### src/rtl/seq_rx_sync.sv
// seq_rx_sync: receive-side phase tracker for the 4-bit-counter serial
// sequence generator. It hunts for the generator's count phase using a
// 6-bit sliding window, then flywheels the phase, flagging and counting
// bit errors. It drops lock after LOSS_THRESH consecutive mismatches.
// Optional feature macro: SEQ_RX_SYNC_FRAME_EN adds frame_pulse, a
// one-cycle pulse on every accepted bit whose phase is 0 while locked.
module seq_rx_sync #(
  parameter logic [15:0] PATTERN     = 16'hE6C4,
  parameter int          LOSS_THRESH = 3,
  parameter int          ERR_W       = 8
) (
  input  logic             clk,
  input  logic             reset,
  input  logic             sample_en,
  input  logic             data_in,
  input  logic             err_clr,
  output logic             locked,
  output logic [3:0]       phase,
  output logic             bit_err,
  output logic [ERR_W-1:0] err_count
`ifdef SEQ_RX_SYNC_FRAME_EN
  ,
  output logic             frame_pulse
`endif
);

  typedef enum logic {
    HUNT   = 1'b0,
    LOCKED = 1'b1
  } state_t;

  localparam logic [3:0]       LOSS_T  = 4'(LOSS_THRESH);
  localparam logic [ERR_W-1:0] ERR_MAX = '1;
  localparam logic [2:0]       FILL_FULL = 3'd6;

  state_t           state_q;
  // The oldest window bit (w[5]) is shifted out on every strobe and is
  // never needed afterwards: a match test always uses the freshly
  // assembled window, i.e. these five history bits plus data_in.
  logic [4:0]       hist_q;
  logic [2:0]       fill_q;
  logic [3:0]       miss_q;
  logic             locked_q;
  logic [3:0]       phase_q;
  logic             bit_err_q;
  logic [ERR_W-1:0] err_count_q;

  logic [5:0]       win_d;
  logic [2:0]       fill_d;
  logic [3:0]       pred_d;
  logic             mismatch_d;
  logic             drop_d;
  logic [15:0][5:0] win_tbl;
  logic [15:0]      match_vec;
  logic             match_any;
  logic [3:0]       match_k;

  // Reference windows: entry k holds {s[k-5], ..., s[k]} with s[k] at bit 0.
  generate
    for (genvar gi = 0; gi < 16; gi++) begin : g_win
      for (genvar gj = 0; gj < 6; gj++) begin : g_bit
        assign win_tbl[gi][gj] = PATTERN[(gi - gj + 16) % 16];
      end
      assign match_vec[gi] = (win_d == win_tbl[gi]);
    end
  endgenerate

  // Candidate window, fill progress and locked-mode prediction for this strobe.
  always_comb begin
    win_d      = {hist_q, data_in};
    fill_d     = (fill_q == FILL_FULL) ? FILL_FULL : fill_q + 3'd1;
    pred_d     = phase_q + 4'd1;
    mismatch_d = (data_in != PATTERN[pred_d]);
    drop_d     = mismatch_d && ((miss_q + 4'd1) == LOSS_T);
  end

  // Encode the matching window index; at most one entry can match.
  always_comb begin
    match_any = |match_vec;
    match_k   = 4'd0;
    for (int k = 0; k < 16; k++) begin
      if (match_vec[k]) begin
        match_k = 4'(k);
      end
    end
  end

  // Hunt/track state machine with registered status outputs.
  always_ff @(posedge clk or posedge reset) begin
    if (reset) begin
      state_q     <= HUNT;
      hist_q      <= '0;
      fill_q      <= '0;
      miss_q      <= '0;
      locked_q    <= 1'b0;
      phase_q     <= '0;
      bit_err_q   <= 1'b0;
      err_count_q <= '0;
    end else begin
      bit_err_q <= 1'b0;
      if (err_clr) begin
        err_count_q <= '0;
      end
      if (sample_en) begin
        hist_q <= win_d[4:0];
        case (state_q)
          HUNT: begin
            fill_q <= fill_d;
            if ((fill_d == FILL_FULL) && match_any) begin
              state_q  <= LOCKED;
              locked_q <= 1'b1;
              phase_q  <= match_k;
              miss_q   <= '0;
            end
          end
          LOCKED: begin
            phase_q <= pred_d;
            if (!mismatch_d) begin
              miss_q <= '0;
            end else begin
              bit_err_q <= 1'b1;
              // A simultaneous clear wins; the mismatch is not counted.
              if (!err_clr && (err_count_q != ERR_MAX)) begin
                err_count_q <= err_count_q + 1'b1;
              end
              if (drop_d) begin
                state_q  <= HUNT;
                locked_q <= 1'b0;
                fill_q   <= '0;
                miss_q   <= '0;
              end else begin
                miss_q <= miss_q + 4'd1;
              end
            end
          end
          default: begin
            state_q <= HUNT;
          end
        endcase
      end
    end
  end

`ifdef SEQ_RX_SYNC_FRAME_EN
  logic frame_set;
  logic frame_q;

  // Frame start: an accepted bit lands on phase 0 and the tracker stays locked.
  always_comb begin
    frame_set = 1'b0;
    if (sample_en) begin
      if (state_q == HUNT) begin
        frame_set = (fill_d == FILL_FULL) && match_any && (match_k == 4'd0);
      end else begin
        frame_set = (pred_d == 4'd0) && !drop_d;
      end
    end
  end

  // Register the frame marker as a single-cycle pulse.
  always_ff @(posedge clk or posedge reset) begin
    if (reset) begin
      frame_q <= 1'b0;
    end else begin
      frame_q <= frame_set;
    end
  end

  assign frame_pulse = frame_q;
`endif

  assign locked    = locked_q;
  assign phase     = phase_q;
  assign bit_err   = bit_err_q;
  assign err_count = err_count_q;

endmodule

### config.mk
export PLATFORM = sky130hd
export DESIGN_NAME = seq_rx_sync
export DESIGN_NICKNAME = d
export VERILOG_FILES = /design/src/rtl/seq_rx_sync.sv
export SDC_FILE = /design/constraint.sdc
export NUM_CORES = 1
export LEC_CHECK = 0
export ABC_AREA = 1
export CAP_MARGIN = 15
export CELL_PAD_IN_SITES_DETAIL_PLACEMENT = 1
export CELL_PAD_IN_SITES_GLOBAL_PLACEMENT = 2
export CORE_MARGIN = 2
export CORE_UTILIZATION = 37
export DETAILED_ROUTE_END_ITERATION = 8
export DONT_BUFFER_PORTS = 1
export HOLD_SLACK_MARGIN = 0.08
export PLACE_DENSITY_LB_ADDON = 0.1
export SYNTH_ARGS = -nofsm -noshare
export SYNTH_HDL_FRONTEND = slang
export SYNTH_SLANG_ARGS = --single-unit
### constraint.sdc
create_clock -name clk -period 2.9 [get_ports clk]
set_input_delay 0.58 -clock clk [delete_from_list [all_inputs] [get_ports clk]]
set_output_delay 0.58 -clock clk [all_outputs]
set_load 0.005 [all_outputs]
Word-level counts from Yosys, hierarchy flattened
Memory sizes are Yosys's and may differ from the RTL's.
Index checks and enable logic that the tools add are counted.
Storage, ports and cells
  bits in registers: 27
  bits in read-only memories: 16
  bits of input ports: 5
  logic and storage cells: 89
  memories: 1
Cells by class
  $add $sub $neg: 4
  magnitude comparators: 1
  equality and inequality tests: 24
  muxes and demuxes: 42
  bitwise logic cells: 1
  reduce and logical (&&, ||, !) cells: 8
Memory list
  (no name shown): words 16, bits a word 1, read ports 1, clocked after memory_dff 0, write ports 0, RTL line 73  | mismatch_d = (data_in != PATTERN[pred_d]);
Operators by type and width (number)
  two-way mux 4 bit: 18
  == test 6 bit, second input constant: 8
  two-way mux 8 bit: 5
  == test 6 x 5 -> 1 bit, second input constant: 4
  == test 6 x 4 -> 1 bit, second input constant: 3
  case mux 4 bit (2 select lines): 2
  OR reduction 16 bit: 1
  two-way mux 1 bit: 11
  two-way mux 3 bit: 3
  adder 4 x 1 -> 4 bit, second input constant: 2
  adder 8 x 1 -> 8 bit, second input constant: 1
  != test 8 bit, second input constant: 1
  == test 3 bit, second input constant: 2
  == test 6 x 3 -> 1 bit, second input constant: 1
  case mux 3 bit (2 select lines): 1
  < comparator 4 x 5 -> 1 bit, second input constant: 1
  == test 4 x 2 -> 1 bit, second input constant: 1
  != test 2 x 1 -> 1 bit, second input constant: 2
  case mux 1 bit (2 select lines): 2
  AND reduction 4 bit: 1
  adder 3 x 1 -> 3 bit, second input constant: 1
  logical AND 1 bit: 3
  AND reduction 3 bit: 1
  != test 2 bit, second input constant: 1
  other kinds (4): 4

Depth between registers and ports, before layout
  word-level depth: 18
  mapped depth: 14
  gate-level depth less buffers: 14

Least setup slack after synthesis
Ideal clock, no wire load.
  kind: register to register
  start: register phase_q[0], in the netlist phase[0]
  end: register locked_q, in the netlist locked
  arrival: 1.704 ns
  path slack: 1.075 ns
  stages on the path, launching flop included: 12
  clock period less this slack: 1.825 ns
  cells stage by stage: dfrtp_1 ha_1 inv_1 nand2_1 nand3_1 nand2_1 nand2_1 nand3_2 nand2_4 nand3_1 o21ai_0 nand2_1
On the way
  cells in the longest elaborated chain, start to end: 7
  elaborated cells between the ends (all ways): 8
  those cells by class: add/sub (1); eq/ne (3); mux (1); reduce/logical (2); memory (1)
RTL lines
  from (decl): RTL line 44  | logic [3:0] phase_q;
  from (signal assigned): RTL line 112  | phase_q <= match_k;
  from (signal assigned): RTL line 117  | phase_q <= pred_d;
  adder 4 x 1 -> 4 bit (*): RTL line 72  | pred_d = phase_q + 4'd1;
  memory (16 x 1 bit) (*)
  two-way mux 1 bit (not written as such) (*): RTL line 73
  != test 1 bit (*): RTL line 73
  logical AND 1 bit: RTL line 74  | drop_d = mismatch_d && ((miss_q + 4'd1) == LOSS_T);
  != test 2 x 1 -> 1 bit (no line)
  AND reduction 4 bit (no line) (*)
  to (signal assigned): RTL line 95  | locked_q <= 1'b0;
  to (signal assigned): RTL line 111  | locked_q <= 1'b1;
  to (signal assigned): RTL line 128  | locked_q <= 1'b0;
  to (decl): RTL line 43  | logic locked_q;
Every way passes the cells marked *; elsewhere a longest branch is shown, timed or not. The select of a mux whose other input is x is not followed.
A chain may end at the register's enable or synchronous reset.

Worst setup path after layout
Same ends and word-level chain as after synthesis.

==> impl_metrics.prom <==
# TYPE chip_impl_metric gauge
chip_impl_metric{name="regToRegSetupSlack",unit="ps"} 830
chip_impl_metric{name="global_route.overflow_total",unit=""} 0
chip_impl_metric{name="dr.pass1.iters",unit=""} 4
chip_impl_metric{name="cts-root-to-sink-buffers",unit=""} 2
chip_impl_metric{name="post-route-drc-count",unit=""} 0
chip_impl_info{name="critical-path-top-delay-family",value="simple AND/OR/NAND/NOR gates"} 1
chip_impl_info{name="clockRootBuffer",value="sky130_fd_sc_hd__clkbuf_8"} 1
chip_impl_metric{name="switching_share",unit=""} 0.4749
chip_impl_metric{name="detail_route.wirelength.met1",unit="um"} 2608
chip_impl_metric{name="max_slew_margin",unit=""} 0.6824
chip_impl_metric{name="grt_usage",unit=""} 0.1794
chip_impl_metric{name="seq_power_share",unit=""} 0.390
chip_impl_metric{name="drt-total-wl",unit="um"} 5048
chip_impl_metric{name="syn-mean-instance-area",unit="um2"} 6.459
chip_impl_metric{name="place_area",unit="um2"} 2064
chip_impl_metric{name="critical_path.max_stage_delay",unit="ps"} 520
chip_impl_metric{name="multi_input_comb_area",unit="um2"} 1134
chip_impl_metric{name="initial_core_util",unit=""} 0.3870
chip_impl_info{name="outcome",value="finished clean"} 1
chip_impl_info{name="commonest_non_fill_non_tap_cell_in_the_layout",value="sky130_fd_sc_hd__nand2_1"} 1
chip_impl_metric{name="report.final.setup_viol",unit=""} 0
chip_impl_info{name="worst_r2r_startpoint",value="phase[0]"} 1
chip_impl_metric{name="floorplan.die_area",unit="um2"} 5979
chip_impl_metric{name="dr_wl_met3",unit="um"} 122
chip_impl_metric{name="postCtsSetupRepairBufs",unit=""} 0
chip_impl_metric{name="vias_per_cell",unit=""} 4.942
chip_impl_info{name="routed.top_layer",value="met4"} 1
chip_impl_metric{name="yosys.cell_types.count",unit=""} 26
chip_impl_info{name="crit_path_top_delay_cell",value="sky130_fd_sc_hd__dfrtp_1"} 1
chip_impl_metric{name="boundaryPins",unit=""} 19
chip_impl_metric{name="cts.hold.buffers_added",unit=""} 0
chip_impl_metric{name="buffer_ports.inserted",unit=""} 0
chip_impl_metric{name="cellInternalPower",unit="uW"} 826.8
chip_impl_metric{name="power.share.combinational",unit=""} 0.467
chip_impl_info{name="crit_start",value="phase[0]"} 1
chip_impl_metric{name="cp_num_cells",unit=""} 11
chip_impl_metric{name="via_count",unit=""} 1868
chip_impl_info{name="hold_path.class",value="input port to asynchronous set/reset pin"} 1
chip_impl_metric{name="timing.critical_path.required",unit="ps"} 3070
chip_impl_metric{name="grt_start_max_net_pins",unit=""} 29
chip_impl_metric{name="fmax",unit="MHz"} 482.1
chip_impl_info{name="path_class",value="register to register"} 1
chip_impl_metric{name="filler_cell_count",unit=""} 739
chip_impl_metric{name="finalCriticalPeriod",unit="ps"} 2074
chip_impl_metric{name="final_estimated_routing_congestion_in_global_placement",unit=""} 0.8110
chip_impl_metric{name="placed_cells",unit=""} 374
chip_impl_metric{name="htree_num_levels",unit=""} 1
chip_impl_metric{name="detailedRoute.firstIterationViolations",unit=""} 44
chip_impl_metric{name="crit_fanout",unit=""} 10
chip_impl_metric{name="fin_crit_sh",unit=""} 0.7152
chip_impl_metric{name="detailedPlacementHpwl",unit="um"} 3935
chip_impl_metric{name="timing_worst_slew_pin_value",unit="ps"} 476.4
chip_impl_metric{name="worst_slack_placed",unit="ps"} 810.5
chip_impl_metric{name="synth-seq-cells",unit=""} 27
chip_impl_metric{name="final_cells",unit=""} 378
chip_impl_metric{name="areaGrowthSynthToFinish",unit="%"} 6.227
chip_impl_metric{name="hold_viol_final",unit=""} 0
chip_impl_metric{name="cts.clk_slew.worst_paths",unit="ps"} 100
chip_impl_metric{name="clock_power_share",unit=""} 0.143
chip_impl_info{name="critPathCaptureType",value="register"} 1
chip_impl_metric{name="peakVddDrop",unit="mV"} 0.4142
chip_impl_metric{name="drv.max_cap_violation_count",unit=""} 0
chip_impl_metric{name="final_area",unit="um2"} 2113
chip_impl_metric{name="register_area",unit="um2"} 675.6
chip_impl_info{name="critPathLaunchType",value="register"} 1
chip_impl_metric{name="synth_seq_area_share",unit=""} 0.3396
chip_impl_info{name="cts_tree",value="done"} 1
chip_impl_info{name="critPathCapture",value="locked"} 1
chip_impl_metric{name="synth_area",unit="um2"} 1989
chip_impl_metric{name="p_leak",unit="uW"} 0.001144
chip_impl_metric{name="placementRows",unit=""} 26
chip_impl_info{name="most-common-layout-cells",value="sky130_fd_sc_hd__nand2_1, sky130_fd_sc_hd__nand3_1, sky130_fd_sc_hd__inv_1, sky130_fd_sc_hd__nor2_1, sky130_fd_sc_hd__dfrtp_1"} 1
chip_impl_metric{name="yosysWarnings",unit=""} 0
chip_impl_metric{name="skew",unit="ps"} 4.659
chip_impl_metric{name="clkLatencyLatePin",unit="ps"} 270
chip_impl_metric{name="grt_first_pass_wirelength",unit="um"} 8749
chip_impl_metric{name="slew_viol_final",unit=""} 0
chip_impl_metric{name="cts_sinks",unit=""} 27
chip_impl_metric{name="synthCells",unit=""} 308
chip_impl_metric{name="fin_tns_setup",unit="ps"} 0
chip_impl_info{name="rr_endpoint",value="locked"} 1
chip_impl_metric{name="final_nets",unit=""} 321
chip_impl_metric{name="routedWlPerCell",unit="um"} 13.35
chip_impl_metric{name="num_antenna_cells",unit=""} 0
chip_impl_metric{name="crit_buf_inv",unit=""} 1
chip_impl_metric{name="cts_inserted_buffers",unit=""} 3
chip_impl_metric{name="grt_antenna_before_repair",unit=""} 0
chip_impl_metric{name="switching_power",unit="uW"} 747.8
chip_impl_metric{name="power_density",unit="nW/um2"} 745.1
chip_impl_metric{name="vias_in_the_first_global_route",unit=""} 1861
chip_impl_info{name="path_common_cell",value="sky130_fd_sc_hd__nand2_1"} 1
chip_impl_info{name="path_cells",value="ha_1, inv_1, nand2_1, nand3_1, nand2_1, nand2_1, nand3_2, nand2_4, nand3_1, o21ai_0, nand2_1"} 1
chip_impl_metric{name="core_region_area",unit="um2"} 5140
chip_impl_metric{name="ctsResizeCount",unit=""} 0
chip_impl_metric{name="layout-drive-gt1-share",unit=""} 0.05844
chip_impl_metric{name="die_width",unit="um"} 77.33
chip_impl_metric{name="drtAntennaViolNets",unit=""} 0
chip_impl_metric{name="setup_slack",unit="ps"} 825.9
chip_impl_metric{name="rr_worst_depth",unit=""} 11
chip_impl_metric{name="arrival",unit="ps"} 2240
chip_impl_info{name="grt_setup_unrepaired",value="no"} 1
chip_impl_metric{name="met2WireLength",unit="um"} 2261
chip_impl_metric{name="die_h",unit="um"} 77.33
chip_impl_metric{name="synthesis.nets",unit=""} 320
metal layers:
layer / GRT usage / vias up
met5: 0 / -
met4: 0.03929 / 0
met3: 0.02706 / 4
met2: 0.2826 / 15
met1: 0.2604 / 865
li1: - / 984
final cells by class:
type,count,area share
inverters,42,0.07578
clock buffers,3,0.01954
multi-input cells,234,0.5364
flip-flops and latches,27,0.3197
clock inverters,1,0.003552
repair buffers,1,0.003552
well taps,70,0.04144
metrics by stage:
stage	hold WS, ps	power [uW]	util
floorplan	462.5	1194	-
global placement	488.0	1355	0.4017
detailed placement	508.2	1372	0.4017
CTS	263.3	1601	0.4111
global route	275.0	1754	0.4111
finish	240.8	1575	0.4111
cell usage after synthesis (all sizes together):
cell    number  area share
nand3b       1      0.0038
nand2      115        0.23
a22oi        1      0.0038
dfrtp       27        0.34
a211oi       1      0.0038
nand4       10       0.031
nor3         3       0.013
a31oi        1      0.0031
clkbuf       4      0.0075
xor2         2      0.0088
o21ai       12       0.030
ha           7       0.044
buf          1      0.0025
inv         42       0.081
nand3       48        0.13
xnor2        2      0.0088
nor2        31       0.064
sequential cells by signal, indices dropped and copies added, names as in the netlist:
signal and count:
locked 1, err_count 8, bit_err 1, fill_q 3, hist_q 5, state_q 1, miss_q 4, phase 4
power groups by stage:
stage | combinational [uW] | clock [uW] | sequential (uW)
2_1_floorplan | 621 | 0 | 573
3_3_place_gp | 734 | 0 | 621
3_5_place_dp | 749 | 0 | 623
4_1_cts | 751 | 234 | 616
5_1_grt | 869 | 247 | 638
6_report | 736 | 225 | 614
worst min-delay path by stage:
stage	endpoint	slack, ps	startpoint	cells after the start
after CTS	miss_q[1]	260	reset	2
after detailed placement	miss_q[3]	510	miss_q[3]	2
final	miss_q[1]	240	reset	2
after global placement	miss_q[3]	490	miss_q[3]	2
after global routing	miss_q[1]	270	reset	2
after floorplan	miss_q[3]	460	miss_q[3]	2
kinds of logic (layout without fill, tap and decap cells):
| group | after synthesis | in the layout | share of synthesized area |
|---|---|---|---|
| AOI/OAI and AO/OA | 15 | 15 | 0.04088 |
| and+or+nand+nor | 208 | 208 | 0.4673 |
| buffers and inverters | 47 | 47 | 0.09056 |
| xor gates and xnor gates | 4 | 4 | 0.01761 |
| adders and majority gates | 7 | 7 | 0.04402 |
| DFF | 27 | 27 | 0.3396 |
No activity file was read; power rests on OpenSTA's default activity.
